`config.mk`:
```
export PLATFORM = sky130hd
export DESIGN_NAME = uart_tx_cfg
export DESIGN_NICKNAME = d
export VERILOG_FILES = /design/src/rtl/uart_tx_cfg.sv
export SDC_FILE = /design/constraint.sdc
export NUM_CORES = 1
export LEC_CHECK = 0
export BUFFER_PORTS_ARGS = -buffer_cell sky130_fd_sc_hd__buf_2
export CAP_MARGIN = 20
export CORE_MARGIN = 2
export CORE_UTILIZATION = 40
export DETAILED_ROUTE_END_ITERATION = 16
export GPL_TIMING_DRIVEN = 0
export PLACE_DENSITY = 0.6
export SETUP_SLACK_MARGIN = 0.02
export SYNTH_ARGS = -nofsm -noshare
export SYNTH_HDL_FRONTEND = slang
export SYNTH_SLANG_ARGS = --single-unit
export TNS_END_PERCENT = 5
```
`constraint.sdc`:
```
create_clock -name clk -period 1.9 [get_ports clk]
set_input_delay 0.095 -clock clk [delete_from_list [all_inputs] [get_ports clk]]
set_output_delay 0.095 -clock clk [all_outputs]
set_load 0.05 [all_outputs]
```
`src/rtl/uart_tx_cfg.sv`:
```
// uart_tx_cfg: AXI-Stream fed UART transmitter with configurable width, parity and stop bits
module uart_tx_cfg #(
  parameter int CLK_FREQ  = 25_000_000,
  parameter int BAUD_RATE = 115200,
  parameter int DATA_BITS = 8,
  parameter int PARITY    = 0,
  parameter int STOP_BITS = 1
) (
  input  logic                 clk,
  input  logic                 rst,
  input  logic [DATA_BITS-1:0] axis_tdata,
  input  logic                 axis_tvalid,
  output logic                 axis_tready,
  output logic                 tx_data,
  output logic                 busy
);
  localparam int N_TICKS = CLK_FREQ / BAUD_RATE;
  localparam int TW = $clog2(N_TICKS);
  localparam int BW = $clog2(DATA_BITS);
  typedef enum logic [2:0] {IDLE, START, DATA, PAR, STOP} state_t;
  state_t state, state_next;
  logic [TW-1:0] tick;
  logic [BW-1:0] bcnt;
  logic [DATA_BITS-1:0] shreg;
  logic par, tx_next, bit_done, last_data, last_stop;
  assign bit_done = tick == TW'(N_TICKS - 1);
  assign last_data = bcnt == BW'(DATA_BITS - 1);
  assign last_stop = bcnt == BW'(STOP_BITS - 1);
  assign axis_tready = state == IDLE && !rst;
  assign busy = state != IDLE;
  always_ff @(posedge clk) begin
    if (rst) begin
      state <= IDLE;
      tick <= '0;
      bcnt <= '0;
      shreg <= '0;
      par <= 1'b0;
      tx_data <= 1'b1;
    end else begin
      state <= state_next;
      tx_data <= tx_next;
      tick <= (state == IDLE || bit_done) ? '0 : tick + TW'(1);
      if (axis_tready && axis_tvalid) begin
        shreg <= axis_tdata;
        par <= (PARITY == 1) ? ~^axis_tdata : ^axis_tdata;
      end else if (state == DATA && bit_done) begin
        shreg <= shreg >> 1;
      end
      // bcnt indexes data bits in DATA, then counts stop bits in STOP
      bcnt <= (state == DATA && bit_done) ? (last_data ? '0 : bcnt + BW'(1)) :
              (state == STOP && bit_done) ? bcnt + BW'(1) :
              (state == DATA || state == STOP) ? bcnt : '0;
    end
  end
  always_comb begin
    state_next = IDLE;
    case (state)
      IDLE:  state_next = axis_tvalid ? START : IDLE;
      START: state_next = bit_done ? DATA : START;
      DATA:  state_next = !(bit_done && last_data) ? DATA : (PARITY != 0) ? PAR : STOP;
      PAR:   state_next = bit_done ? STOP : PAR;
      STOP:  state_next = (bit_done && last_stop) ? IDLE : STOP;
      default: state_next = IDLE;
    endcase
  end
  // tx_next is the line level for the following cycle, registered into tx_data
  always_comb begin
    tx_next = 1'b1;
    case (state)
      IDLE:  tx_next = !axis_tvalid;
      START: tx_next = bit_done ? shreg[0] : 1'b0;
      DATA:  tx_next = !bit_done ? shreg[0] : !last_data ? shreg[1] : (PARITY != 0) ? par : 1'b1;
      PAR:   tx_next = bit_done | par;
      default: tx_next = 1'b1;
    endcase
  end
endmodule

```
==> flow_summary_export.csv <==
group,metric,value,unit
worst_setup_path,ff2ff_setup_slack,0.22,ns
placement,place_area,1390,sq um
placement,place_congestion,0.807,
grt,grt_pass1_vias,950,
clock_tree,cts_sinks,24,
worst_setup_path,cp_cell_sequence,"inv_1, ha_1, nand4b_4, or2_1, buf_6, or3_1, a21oi_1",
clock_tree,postCtsSetupRepairBufs,0,
synthesis,synth-seq-cells,24,
synthesis,yosys.area_share.simple,23.2,%
die,fp.dieArea,3620,sq um
synthesis,syn_avg_cell_area,9.08,sq um
synthesis,synth_compound_area_share,12.1,%
grt,grt_pass1_wl,4.05,mm
synthesis,synthXorXnorAreaFrac,9.71,%
route,vias_per_cell,4.96,
clock_tree,clk_latency,0.32,ns
die,ios,14,
pwr,power_density,665,nW/um^2
die,die_h,60.2,microns
route,drc,0,
status,status,"finished, final reports clean",
clock_tree,cts_buffer_depth,2,
finish,layout_commonest_cell,"dfxtp_1",
die,die_w,60.2,microns
run,maxCapViolCount,0,
worst_setup_path,arrival,1.95,ns
synthesis,syn-num-nets,155,
synthesis,synth_area,1260,sq um
clock_tree,htree_num_levels,1,
route,drt-total-wl,2.31,mm
worst_setup_path,crit_slowest_cell,"dfxtp_1",
worst_setup_path,crit_path_end,"state[2]",
clock_tree,clk_pin_slew_worst_paths,0.15,ns
placement,preCtsSetupSlack,0.118,ns
sta,relSlewSlack,66.9,%
pwr,vdd_drop_max,0.272,mV
synthesis,synth_cells,139,
finish,antennaDiodeCount,0,
grt,antenna_found_initial,0,
die,core_area,3030,sq um
sta,fmax,595,MHz
synthesis,muxShareOfSynthArea,5.55,%
grt,grt_remaining_overflow,0,
worst_setup_path,startpoint,"tick[0]",
worst_setup_path,worstPathRequired,2.17,ns
sta,fin_crit_sh,88.5,%
sta,final-max-slew-violation-count,0,
grt,grt_max_degree,14,
sta,hold_violations,0,
sta,setup_violations,0,
synthesis,synth-main-ff-cell,"dfxtp_1",
synthesis,seq_area_frac_synth,38.1,%
route,drt_iter0_drc,55,
finish,fillers,292,
finish,seqCellArea,480,sq um
placement,port_buffers,13,
finish,fin_util,47.0,%
pwr,p_leak,0.548,nW
worst_setup_path,worstReg2RegStart,"tick[0]",
worst_setup_path,critPathBufInv,2,
clock_tree,cts_resized,0,
die,start_util,41.7,%
synthesis,synth_top_family_by_area,"simple AND/OR/NAND/NOR gates",
worst_setup_path,reg2reg_to,"state[2]",
finish,syn_to_final_growth,12.8,%
clock_tree,hold_buffers,0,
sta,worstMarginPinSlew,0.496,ns
route,drt_pre_antenna_iters,4,
worst_setup_path,cpLargestDelayFamily,"simple AND/OR/NAND/NOR gates",
clock_tree,cts_tree,"done",
synthesis,async_reset_ff_share,0,%
finish,stdcell_count,200,
finish,fin_area,1420,sq um
sta,fin_crit,1.68,ns
finish,final_cell_mix,"dfxtp_1 (24), nor2_1 (18), buf_2 (15), nand3_1 (9), xnor2_1 (9)",
die,rows,20,
worst_setup_path,critical_path_class,"reg -> reg",
route,routedWlPerCell,11.6,microns
sta,fin_tns_setup,0,ns
finish,multi_input_area,706,sq um
worst_hold_path,min-delay-path-class,"in -> reg",
synthesis,ys_warn_count,0,
placement,dp_cells,196,
grt,grt_usage,14.8,%
worst_setup_path,start_kind,"flop",
worst_setup_path,rr_worst_depth,7,
route,ant_nets,0,
synthesis,ys_types,30,
clock_tree,cts-root-buf,"clkbuf_4",
route,num_vias,991,
sta,worst_slack,0.219,ns
sta,rsz0062_at_grt,"false",
synthesis,synth-adder-area-share,4.96,%
worst_setup_path,cp-end-kind,"flop",
finish,post_route_cells_drive_above_1_share,19.9,%
placement,place_hpwl,1.73,mm
sta,skew,0.0183,ns
worst_setup_path,crit_fanout,8,
worst_setup_path,slowest_delay,0.37,ns
synthesis,synth-edff-count,0,
clock_tree,cts_buffers,3,
finish,nets,173,
worst_setup_path,cp.depth,7,
==> kinds of logic after synthesis <==
logic type,after synthesis
xor gates and xnor gates,14
AOI/OAI and AO/OA,24
muxes,7
adders and majority gates,5
buffers and inverters,15
DFF,24
and+or+nand+nor,50
==> Yosys cell counts, types with 2 or more instances <==
master,count,share of area [%]
dfxtp_1,24,38
o21ai_0,5,2.0
nand3_1,9,3.6
nor3_1,2,0.79
xor2_1,5,3.5
mux2i_1,7,5.6
or3_1,3,1.5
buf_4,2,1.2
clkbuf_1,2,0.59
a21oi_1,7,2.8
ha_1,5,5.0
a211oi_1,7,4.2
xnor2_1,9,6.2
nor3b_2,2,2.0
inv_1,7,2.1
o311ai_0,2,1.4
nor2_1,19,5.6
buf_2,2,0.79
nand2_1,8,2.4
buf_6,2,1.8
==> layout make-up <==
class                      count  area share, %
clock buffer                   4           2.55
buffer                         8           3.87
tap                           44           3.87
sequential                    24           33.7
timing repair buffer          13           4.57
multi-input combinational    100           49.6
inverter                       7           1.85
==> metal layers <==
metal	wire length (microns)	global-route usage (%)	part of all wire, %	vias to the layer above
li1	-	-	-	515
met1	1130	19.4	49	456
met2	1090	23.9	47	15
met5	0	0	0	-
met4	41	6.67	1.8	0
met3	58	1.95	2.5	5
==> worst min-delay path by stage <==
stage / startpoint / cells after the start / endpoint / slack, ns
floorplan: axis_tvalid / 1 / par / 0.20
global placement: axis_tdata[7] / 3 / shreg[7] / 0.35
detailed placement: axis_tdata[7] / 3 / shreg[7] / 0.38
CTS: axis_tvalid / 2 / par / 0.02
global route: axis_tdata[7] / 3 / shreg[7] / 0.03
finish: axis_tdata[7] / 3 / shreg[7] / 0.03
==> metrics by stage <==
stage | hold slack, ns | total power, mW
after floorplan | 0.205 | 0.641
after global placement | 0.354 | 0.676
after detailed placement | 0.376 | 0.682
after CTS | 0.0197 | 0.962
after global routing | 0.0335 | 0.995
final | 0.0272 | 0.946
==> power breakdown <==
part	switching, mW	total, mW	internal (mW)
registers	0.0123	0.536	0.524
logic	0.0781	0.133	0.0550
clock network	0.160	0.277	0.117
total	0.250	0.946	0.696
==> registers in the layout, summed over array words and instances, names as in the netlist <==
register,flops
tx_data,1
par,1
bcnt,3
tick,8
shreg,8
state,3
==> worst register-to-register path, cell delays in order (launching register included) <==
cell      delay (ns)
dfxtp_1         0.37
inv_1           0.07
ha_1            0.21
nand4b_4        0.13
or2_1           0.25
buf_6           0.13
or3_1           0.34
a21oi_1         0.14
(Power assumes the default switching activity.)
